===== src/rtl/grid_io_tile_cfg_buffered.sv =====
// I/O grid tile: NUM_IO pad subtiles configured through a double-buffered scan chain.
// A full frame lands in the shadow register and is then committed to the active config.
module grid_io_tile_cfg_buffered #(
    parameter int NUM_IO = 4
) (
    input  logic              prog_clk,
    input  logic              prog_reset_n,
    input  logic              ccff_head,
    input  logic              ccff_en,
    input  logic              cfg_clear,
    input  logic              isol_n,
    input  logic [NUM_IO-1:0] io_outpad,
    input  logic [NUM_IO-1:0] gfpga_pad_io_soc_in,
    output logic              ccff_tail,
    output logic              cfg_busy,
    output logic              cfg_done,
    output logic [NUM_IO-1:0] gfpga_pad_io_soc_dir,
    output logic [NUM_IO-1:0] gfpga_pad_io_soc_out,
    output logic [NUM_IO-1:0] io_inpad
);

    localparam int CFG_BITS  = 2;
    localparam int CHAIN_LEN = NUM_IO * CFG_BITS;
    localparam int CNT_W     = $clog2(CHAIN_LEN + 1);
    localparam logic [CNT_W-1:0] LAST_CNT = CNT_W'(CHAIN_LEN - 1);

    typedef enum logic [1:0] {
        IDLE   = 2'd0,
        SHIFT  = 2'd1,
        COMMIT = 2'd2
    } state_t;

    state_t                 state;
    logic [CNT_W-1:0]       bit_cnt;
    logic [CHAIN_LEN-1:0]   shadow;
    logic [CHAIN_LEN-1:0]   active;
    logic [NUM_IO-1:0]      dir_vec;
    logic [NUM_IO-1:0]      inv_vec;

    // The shadow keeps shifting regardless of frame state so downstream tiles see the stream.
    always_ff @(posedge prog_clk or negedge prog_reset_n) begin
        if (!prog_reset_n) begin
            shadow <= '0;
        end else if (ccff_en) begin
            shadow <= {shadow[CHAIN_LEN-2:0], ccff_head};
        end
    end

    assign ccff_tail = shadow[CHAIN_LEN-1];
    assign cfg_busy  = (state != IDLE);

    // NOTE: non-blocking assignments make every register sample pre-edge values, so the
    // commit captures the complete frame even when the next frame's first bit shifts on
    // the same edge.
    always_ff @(posedge prog_clk or negedge prog_reset_n) begin
        if (!prog_reset_n) begin
            state    <= IDLE;
            bit_cnt  <= '0;
            active   <= '0;
            cfg_done <= 1'b0;
        end else begin
            cfg_done <= 1'b0;
            if (cfg_clear) begin
                bit_cnt <= '0;
                state   <= IDLE;
            end else begin
                case (state)
                    IDLE: begin
                        if (ccff_en) begin
                            if (CHAIN_LEN == 1) begin
                                bit_cnt <= '0;
                                state   <= COMMIT;
                            end else begin
                                bit_cnt <= CNT_W'(1);
                                state   <= SHIFT;
                            end
                        end
                    end
                    SHIFT: begin
                        if (ccff_en) begin
                            if (bit_cnt == LAST_CNT) begin
                                bit_cnt <= '0;
                                state   <= COMMIT;
                            end else begin
                                bit_cnt <= bit_cnt + CNT_W'(1);
                            end
                        end
                    end
                    COMMIT: begin
                        active   <= shadow;
                        cfg_done <= 1'b1;
                        if (ccff_en) begin
                            if (CHAIN_LEN == 1) begin
                                bit_cnt <= '0;
                                state   <= COMMIT;
                            end else begin
                                bit_cnt <= CNT_W'(1);
                                state   <= SHIFT;
                            end
                        end else begin
                            bit_cnt <= '0;
                            state   <= IDLE;
                        end
                    end
                    default: begin
                        bit_cnt <= '0;
                        state   <= IDLE;
                    end
                endcase
            end
        end
    end

    // NOTE: every output of this block gets a default first so no latch is inferred.
    always_comb begin
        dir_vec              = '0;
        inv_vec              = '0;
        gfpga_pad_io_soc_dir = '0;
        gfpga_pad_io_soc_out = '0;
        io_inpad             = '0;
        for (int i = 0; i < NUM_IO; i++) begin
            dir_vec[i] = active[CFG_BITS*i + 0];
            inv_vec[i] = active[CFG_BITS*i + 1];
            // Isolated pads are forced to input with no drive and no fabric data.
            gfpga_pad_io_soc_dir[i] = ~isol_n | dir_vec[i];
            gfpga_pad_io_soc_out[i] = isol_n & ~dir_vec[i] & io_outpad[i];
            io_inpad[i]             = isol_n & dir_vec[i] & (gfpga_pad_io_soc_in[i] ^ inv_vec[i]);
        end
    end

endmodule

===== config.mk =====
export PLATFORM = sky130hd
export DESIGN_NAME = grid_io_tile_cfg_buffered
export DESIGN_NICKNAME = d
export VERILOG_FILES = /design/src/rtl/grid_io_tile_cfg_buffered.sv
export SDC_FILE = /design/constraint.sdc
export NUM_CORES = 1
export LEC_CHECK = 0
export ABC_AREA = 1
export CORE_MARGIN = 2
export CORE_UTILIZATION = 50
export CTS_BUF_LIST = sky130_fd_sc_hd__clkbuf_2 sky130_fd_sc_hd__clkbuf_4 sky130_fd_sc_hd__clkbuf_8
export CTS_CLUSTER_DIAMETER = 80
export DETAILED_ROUTE_END_ITERATION = 6
export GPL_TIMING_DRIVEN = 0
export PLACE_DENSITY_LB_ADDON = 0.2
export SYNTH_ARGS = -nofsm -noshare
export SYNTH_HDL_FRONTEND = slang
export SYNTH_SLANG_ARGS = --single-unit

===== constraint.sdc =====
create_clock -name prog_clk -period 1.15 [get_ports prog_clk]
set_input_delay 0.1725 -clock prog_clk [delete_from_list [all_inputs] [get_ports prog_clk]]
set_output_delay 0.1725 -clock prog_clk [all_outputs]
set_load 0.02 [all_outputs]

==> flow_summary.yaml, run 1 <==
min_path:
  timing.hold.worst.class: "in2async"
yosys:
  synth.distinct_cells: 20
  synth_top_cell_by_area: "dfrtp_1"
  postSynthRegisterBits: 23
  synth.area.top_cells: "dfrtp_1, nand2_1, inv_1, o21ai_2, o21ai_1"
  synth_top_cell_area_share: 0.504
  synth_sequential_area_ratio: 0.504
  netlist_area_mm2: 0.00114
  instance_count_of_the_mapped_netlist: 138
  synth_nets: 153
  syn-mean-instance-area_um2: 8.27
  yosys_warnings: 0
worst_setup_path:
  worst_setup_path_start_kind: "flip-flop"
  critical_path.n_buffers_inverters: 1
  required_ns: 0.98
  rrSetupSlack_ns: 0.05
  crit_type: "reg2out"
  cp_max_fo: 3
  top_cell_family_by_delay_on_the_critical_path: "flip-flops"
  endpoint_kind: "primary output"
  cp_slowest_stage_delay_ns: 0.40
  path_cells: "o211ai_1, a21oi_1, buf_4"
  cp_data_arrival_time_ns: 1.13
  slowest_stage_cell_cp: "dfrtp_1"
grt:
  maximum_number_of_pins_on_one_net_before_global_route_repair: 24
  initial_antenna_violation_count: 0
  overflow: 0
  vias_in_the_first_global_route: 922
  grt_first_pass_wirelength_mm: 3.65
  grt_use_total: 0.185
cts:
  cts_tree: "built"
  clock_sink_count: 23
  cts.clk_slew.worst_paths_ns: 0.12
  cts-root-buf: "clkbuf_4"
  cts-hold-fix-buffers: 0
  cts_buffers: 3
  cts.htree.levels: 1
  clk_path_buf_depth: 2
  worst_skew_pair.late_latency_ns: 0.29
floorplanning:
  ios: 29
  floorplan.initialDensity: 0.521
  die_area_mm2: 0.00268
  placement_rows: 17
  fp.coreArea_mm2: 0.00219
  die_h_um: 51.8
  die_boundary_width_um: 51.8
layout:
  synthToLayoutAreaGrowth_pct: 40.6
  n_antenna_cell: 0
  layout_commonest_cell: "nand2_1"
  final_layout_size_suffix_gt1_frac: 0.356
  layout_common_cells: "nand2_1, dfrtp_1, buf_4"
  number_of_filler_cells_placed_in_the_layout: 165
  nets: 196
power_and_ir_drop:
  p_leak_nw: 0.811
  vdd.ir_drop.worst_mv: 0.845
  power_per_cell_area_mw_per_mm2: 984
timing:
  post_route_minimum_period_ns: 1.30
  final_max_slew_viol_count: 0
  finalWorstSetupSlack_ns: -0.150
  rsz0062_at_grt: "true"
  finalHoldWorstSlack_ns: 0.00287
  finalSetupViolCount: 9
  slew_headroom: 0.357
  final_hold_viol_count: 0
  fin_tns_setup_ns: -0.878
  fmax_mhz: 769
  skew_ns: 0.00614
  final.period_utilization: 1.13
  worst_pin_slew_ns: 0.963
run:
  drv.max_cap_violation_count: 0
run_status:
  violations_in_the_final_reports: "negative setup slack"
  status: "complete, but fails checks"
place:
  dp_hpwl_mm: 1.67
  placement.io_buffers: 26
  placement.setup.worst_slack_ns: -0.537
  global_placer_s_final_weighted_congestion: 0.789
detailed_routing:
  detail_route.wirelength_mm: 2.38
  route.detailed.drc: 0
  dr.pass1.iters: 4
  detail-route-antenna-nets: 0
  num_vias: 1017
  routed_wire_length_per_instance_um: 11.4
  vias_per_cell: 4.89
  1st_iter_drt_viols: 10
-- sequential cells by signal, indices dropped and copies added, names as in the netlist --
| signal | cells |
|---|---|
| cfg_done | 1 |
| active | 8 |
| shadow | 8 |
| state | 2 |
| bit_cnt | 4 |
-- through the flow --
step / total power, mW / util / area (um2) / cells
2_1_floorplan: 1.05 / - / 1140 / 138
3_3_place_gp: 1.17 / 0.656 / 1440 / 192
3_5_place_dp: 1.18 / 0.656 / 1440 / 192
4_1_cts: 1.55 / 0.686 / 1500 / 203
5_1_grt: 1.67 / 0.732 / 1600 / 208
6_report: 1.58 / 0.732 / 1600 / 208
-- synthesized netlist by cell type (all sizes together) --
master,number
clkbuf,1
o211ai,4
inv,24
dfrtp,23
nand4,1
o21ai,18
buf,3
nand3,8
ha,1
nor2,12
a21oi,6
nand2,37
-- kinds of logic after synthesis --
| group | after synthesis | share of synthesized area |
|---|---|---|
| AND/OR/NAND/NOR | 58 | 0.226 |
| AO/OA/AOI/OAI | 28 | 0.158 |
| buffers and inverters | 28 | 0.101 |
| flip-flops | 23 | 0.504 |
| adder cells (fa/ha/maj) | 1 | 0.0110 |
-- where the power goes --
group          internal, mW  switching, mW
Sequential            0.854         0.0285
Clock                 0.158          0.222
Combinational         0.136          0.180
-- per-layer routing --
metal / global-route usage / wire length (um) / share of wire
met5: 0 / 0 / 0
met1: 0.188 / 966 / 0.41
met2: 0.372 / 1270 / 0.54
met3: 0.0287 / 114 / 0.048
met4: 0.0658 / 25 / 0.011
-- final timing paths --
check | start | end | cells after the start
max in group asynchronous | prog_reset_n | state[1] | 1
worst min-delay path | prog_reset_n | state[0] | 1
worst min register to register | shadow[2] | shadow[3] | 2
worst max-delay path | active[0] | io_inpad[0] | 3
worst max register to register | state[0] | active[3] | 6
min in group prog_clk | ccff_en | shadow[4] | 2
-- cell type report --
class	count	area [um2]	share of cell area
plain buffers	4	28.8	0.0179
clock buffers	4	30.0	0.0187
inverters	24	90.1	0.0562
multi-input cells	88	500	0.312
flip-flops and latches	23	577	0.360
well taps	28	35.0	0.0218
repair buffers	37	343	0.214
-- repair_timing --
item / 4_1_cts / 5_1_grt
cloned: 0 / 2
endpoints found under the setup margin: 18 / 43
pin swaps: 4 / 5
buffers inserted: 7 / 3
resized for setup: 75 / 20
Note: power is estimated with default switching activity, not from simulation.
==> run 2, diff against run 1 <==
--- a/config.mk
+++ b/config.mk
@@ -13,6 +13,7 @@
 export DETAILED_ROUTE_END_ITERATION = 6
 export GPL_TIMING_DRIVEN = 0
 export PLACE_DENSITY_LB_ADDON = 0.2
+export REMOVE_ABC_BUFFERS = 1
 export SYNTH_ARGS = -nofsm -noshare
 export SYNTH_HDL_FRONTEND = slang
 export SYNTH_SLANG_ARGS = --single-unit
==> run 2 against run 1 <==
  * The run still ends with negative setup slack left
  * Final cell count shrank 2.4%
  * Clock power shrank 7.6%
  * Worst hold slack gained 0.012 ns
  * Clock skew is essentially flat
  * Register-to-register slack is essentially flat
  * Critical path type unchanged
  * Final area shrank 1.4%
  * Critical endpoint is now io_inpad[1]
  * Highest routed layer unchanged
  * Flip-flop and latch count is the same
  * Die area is the same
==> flow_summary.yaml, run 2 (synthesized netlist as in run 1, its figures left out) <==
run_status:
  status: "complete, but fails checks"
  violations_in_the_final_reports: "negative setup slack"
layout:
  post-route-cell-area_mm2: 0.00158
  layout_commonest_cell: "nand2_1"
  synthToLayoutAreaGrowth_pct: 38.6
  largestRegisters: "active: 8 flops, shadow: 8 flops, bit_cnt: 4 flops"
  layout_common_cells: "nand2_1, dfrtp_1, inv_1"
  n_antenna_cell: 0
  nets: 191
  final_layout_size_suffix_gt1_frac: 0.354
worst_setup_path:
  critical_path.n_buffers_inverters: 1
  slowest_stage_cell_cp: "dfrtp_1"
  crit_type: "reg2out"
  regToRegEndpoint: "bit_cnt[2]"
  cp_data_arrival_time_ns: 1.10
  rrSetupSlack_ns: 0.05
  path_cells: "o211ai_1, a21oi_1, buf_4"
  cp_slowest_stage_delay_ns: 0.40
  required_ns: 0.98
  top_cell_family_by_delay_on_the_critical_path: "flip-flops"
  cp_max_fo: 3
  r2r.worst_path.cells: 6
  worst_setup_path_start_kind: "flip-flop"
  reg2reg_from: "state[1]"
  endpoint_kind: "primary output"
floorplanning:
  floorplan.initialDensity: 0.521
  ios: 29
  placement_rows: 17
  fp.coreArea_mm2: 0.00219
  die_h_um: 51.8
  die_boundary_width_um: 51.8
  die_area_mm2: 0.00268
detailed_routing:
  detail_route.wirelength_mm: 2.42
  1st_iter_drt_viols: 14
  routed_wire_length_per_instance_um: 11.9
  vias_per_cell: 4.96
  route.detailed.drc: 0
  detail-route-antenna-nets: 0
  dr.pass1.iters: 4
  num_vias: 1006
timing:
  final_max_slew_viol_count: 0
  fmax_mhz: 785
  slew_headroom: 0.335
  post_route_minimum_period_ns: 1.27
  final_hold_viol_count: 0
  skew_ns: 0.00633
  finalWorstSetupSlack_ns: -0.125
  final.period_utilization: 1.11
  finalSetupViolCount: 10
  worst_pin_slew_ns: 0.996
  rsz0062_at_grt: "true"
cts:
  cts_tree: "built"
  clk_path_buf_depth: 2
  cts.clk_slew.worst_paths_ns: 0.12
  worst_skew_pair.late_latency_ns: 0.30
  cts_buffers: 3
  cts.htree.levels: 1
  cts-root-buf: "clkbuf_4"
  clock_sink_count: 23
  cts-hold-fix-buffers: 0
min_path:
  timing.hold.worst.class: "in2async"
grt:
  grt_use_total: 0.188
  initial_antenna_violation_count: 0
  overflow: 0
  vias_in_the_first_global_route: 984
  maximum_number_of_pins_on_one_net_before_global_route_repair: 24
  grt_first_pass_wirelength_mm: 3.80
power_and_ir_drop:
  vdd.ir_drop.worst_mv: 0.838
  p_leak_nw: 0.799
  total_power_mw: 1.55
  power_per_cell_area_mw_per_mm2: 981
place:
  area_after_dpl_mm2: 0.00143
  global_placer_s_final_weighted_congestion: 0.759
  placement.io_buffers: 28
  dp_hpwl_mm: 1.48
run:
  drv.max_cap_violation_count: 0
## run 2: changes by cell type in the layout (fill, tap and decap cells not counted), moves of 2 or more
cell	delta
inv_2	-2
a21oi_2	+2
buf_4	-3
a21oi_1	-2
## run 2: worst reg2reg max path, cell delays in order, from the launching register on
cell     delay, ns
dfrtp_2       0.43
buf_6         0.13
nor2_4        0.16
nand2_4       0.10
inv_4         0.08
a21oi_2       0.03
nor2_1        0.09
## run 2: worst max-delay path by stage
| stage | start | end | slack [ns] | cells past startpoint |
|---|---|---|---|---|
| 6_report | active[2] | io_inpad[1] | -0.12 | 3 |
| 5_1_grt | active[6] | io_inpad[3] | -0.22 | 3 |
| 4_1_cts | active[7] | io_inpad[3] | -0.12 | 3 |
| 3_5_place_dp | isol_n | io_inpad[1] | -0.71 | 4 |
| 3_3_place_gp | isol_n | io_inpad[0] | -0.69 | 4 |
| 2_1_floorplan | active[2] | gfpga_pad_io_soc_out[1] | 0.09 | 3 |
## run 2: layer usage
metal  part of all wire  track usage  vias to the layer above  wire length [um]
li1                   -            -                      510                 -
met2               0.53        0.357                       31              1280
met5                  0            0                        -                 0
met3              0.055       0.0201                        6               134
met1               0.40        0.208                      459               971
met4              0.013       0.0833                        0                31
## run 2: per-stage QoR
step | setup WS (ns) | hold slack (ns) | instances | util | setup TNS [ns]
floorplan | 0.0911 | -0.123 | 134 | - | 0
global placement | -0.688 | 0.470 | 190 | 0.653 | -18.20
detailed placement | -0.710 | 0.482 | 190 | 0.653 | -19.38
CTS | -0.124 | 0.417 | 198 | 0.681 | -0.914
global route | -0.221 | 0.101 | 203 | 0.722 | -1.89
finish | -0.125 | 0.0144 | 203 | 0.722 | -0.838
## run 2: power breakdown
part	leakage (nW)	internal, mW	total (mW)	switching, mW
Combinational	0.475	0.129	0.315	0.186
Sequential	0.306	0.855	0.885	0.0303
Clock	0.0177	0.129	0.351	0.222
## run 2: layout make-up
type,instances,area (um2)
clock inverters,1,5.00
repair buffers,36,320
well taps,28,35.0
flip-flops and latches,23,578
fillers,172,609
multi-input cells,88,528
inverters,24,92.6
clock buffers,3,22.5
## run 2: what timing repair did
| action | CTS | global route |
|---|---|---|
| setup buffers | 4 | 4 |
| gates resized for setup | 85 | 22 |
| cloned | 0 | 1 |
| pin swaps | 9 | 7 |
| setup endpoints to repair | 21 | 51 |
==> run 3, diff against run 2 <==
--- a/config.mk
+++ b/config.mk
@@ -6,8 +6,9 @@
 export NUM_CORES = 1
 export LEC_CHECK = 0
 export ABC_AREA = 1
+export ABC_CLOCK_PERIOD_IN_PS = 1100
 export CORE_MARGIN = 2
-export CORE_UTILIZATION = 50
+export CORE_UTILIZATION = 45
 export CTS_BUF_LIST = sky130_fd_sc_hd__clkbuf_2 sky130_fd_sc_hd__clkbuf_4 sky130_fd_sc_hd__clkbuf_8
 export CTS_CLUSTER_DIAMETER = 80
 export DETAILED_ROUTE_END_ITERATION = 6
==> constraint.sdc (replaced) <==
create_clock -name prog_clk -period 1.1 [get_ports prog_clk]
set_input_delay 0.165 -clock prog_clk [delete_from_list [all_inputs] [get_ports prog_clk]]
set_output_delay 0.165 -clock prog_clk [all_outputs]
set_load 0.02 [all_outputs]
==> run 3 against run 2 <==
  * The run still ends with negative setup slack left
  * First-iteration DRC count decreased by 29%
  * Sequential share of layout area fell by 3.0 points
  * Largest power group unchanged
  * Clock skew is essentially flat
==> flow_summary.yaml, run 3 (synthesized netlist as in run 1, its figures left out) <==
timing:
  finalSetupViolCount: 16
  post_route_minimum_period_ns: 1.26
  final_max_slew_viol_count: 0
  fmax_mhz: 794
  skew_ns: 0.00657
  slew_headroom: 0.330
  rsz0062_at_grt: "true"
  final_hold_viol_count: 0
  final.period_utilization: 1.15
  finalHoldWorstSlack_ns: 0.138
  finalWorstSetupSlack_ns: -0.160
  worst_pin_slew_ns: 1.00
detailed_routing:
  1st_iter_drt_viols: 10
  route.detailed.drc: 0
  routed_wire_length_per_instance_um: 12.2
  num_vias: 1063
  detail_route.wirelength_mm: 2.65
  detail-route-antenna-nets: 0
  vias_per_cell: 4.90
  dr.pass1.iters: 4
grt:
  grt.busiest_layer: "met2"
  global_route.usage.met3: 0.0246
  grt_use_total: 0.169
  use_met1: 0.189
  overflow: 0
  met2_grt_util: 0.315
  maximum_number_of_pins_on_one_net_before_global_route_repair: 24
  vias_in_the_first_global_route: 856
  initial_antenna_violation_count: 0
  grt_first_pass_wirelength_mm: 3.57
floorplanning:
  placement_rows: 18
  ios: 29
  die_boundary_width_um: 54.4
  die_area_mm2: 0.00295
  floorplan.initialDensity: 0.469
  die_h_um: 54.4
  fp.coreArea_mm2: 0.00243
place:
  global_placer_s_final_weighted_congestion: 0.786
  placement.io_buffers: 28
  placement.setup.worst_slack_ns: -0.758
  dp_hpwl_mm: 1.48
cts:
  cts-hold-fix-buffers: 0
  cts_buffers: 3
  cts.clk_slew.worst_paths_ns: 0.12
  clock_sink_count: 23
  cts-root-buf: "clkbuf_4"
  cts_tree: "built"
  cts.htree.levels: 1
  worst_skew_pair.late_latency_ns: 0.30
  clk_path_buf_depth: 2
layout:
  largestRegisters: "active: 8 flops, shadow: 8 flops, bit_cnt: 4 flops"
  nets: 203
  synthToLayoutAreaGrowth_pct: 50.9
  layout_commonest_cell: "nand2_1"
  postLayoutCoreUtil: 0.708
  final_layout_size_suffix_gt1_frac: 0.417
  n_antenna_cell: 0
  layout_common_cells: "nand2_1, dfrtp_1, buf_4"
run_status:
  violations_in_the_final_reports: "negative setup slack"
  status: "complete, but fails checks"
worst_setup_path:
  worst_setup_path_start_kind: "flip-flop"
  cp_max_fo: 3
  crit_type: "reg2out"
  cp_data_arrival_time_ns: 1.09
  required_ns: 0.94
  endpoint_kind: "primary output"
min_path:
  timing.hold.worst.class: "in2async"
power_and_ir_drop:
  power_per_cell_area_mw_per_mm2: 982
  p_leak_nw: 0.863
  vdd.ir_drop.worst_mv: 0.815
run:
  drv.max_cap_violation_count: 0
-- run 3: cell count changes in the layout (fill, tap and decap cells not counted), moves of 2 or more --
cell	delta
buf_4	+8
nor2_1	-5
buf_6	+4
nor2_2	+4
nand3_1	-3
nand3_2	+3
clkbuf_2	-2
dlygate4sd2_1	+2
inv_1	+2
inv_2	-2
-- run 3: per-stage QoR --
step	instance area [um2]	instances	total power [mW]	setup TNS [ns]
final	1720	217	1.69	-1.44
after global routing	1720	217	1.78	-2.75
after CTS	1530	203	1.65	-1.58
after detailed placement	1430	192	1.23	-22.56
after global placement	1430	192	1.22	-21.28
after floorplan	1120	134	1.08	0
-- run 3: worst paths after layout --
check / startpoint / cells past startpoint / slack [ns] / end
min in group prog_clk: ccff_head / 3 / 0.40 / shadow[0]
hold / removal: prog_reset_n / 1 / 0.14 / bit_cnt[0]
hold reg to reg: shadow[6] / 2 / 0.51 / shadow[7]
setup reg to reg: state[0] / 6 / -0.02 / bit_cnt[0]
setup / recovery: active[7] / 3 / -0.16 / io_inpad[3]
max in group asynchronous: prog_reset_n / 1 / 0.29 / state[1]
-- run 3: power by group --
part	switching (mW)	internal, mW
combinational	0.212	0.156
sequential	0.0295	0.893
clock	0.234	0.166
-- run 3: area by class of cell --
class	count	area, um2
multi-input cells	88	559
repair buffers	48	425
flip-flops and latches	23	577
clock buffers	4	30.0
fillers	201	711
inverters	24	92.6
well taps	30	37.5
-- run 3: what timing repair did --
action                     in CTS  in global routing
gates cloned                    1                  0
setup endpoints to repair      28                 28
pin swaps                       9                 11
resized for setup              93                 24
setup buffers                   6                 14
-- run 3: per-layer routing --
metal  up-vias  wire length (um)
li1        535                 -
met1       492              1050
met2        32              1450
met3         4               126
met4         0                21
met5         -                 0
-- run 3: worst max-delay path, stage by stage, from the launching register on --
cell and delay, ns:
dfrtp_1 0.42, o211ai_1 0.17, a21oi_1 0.06, buf_4 0.16
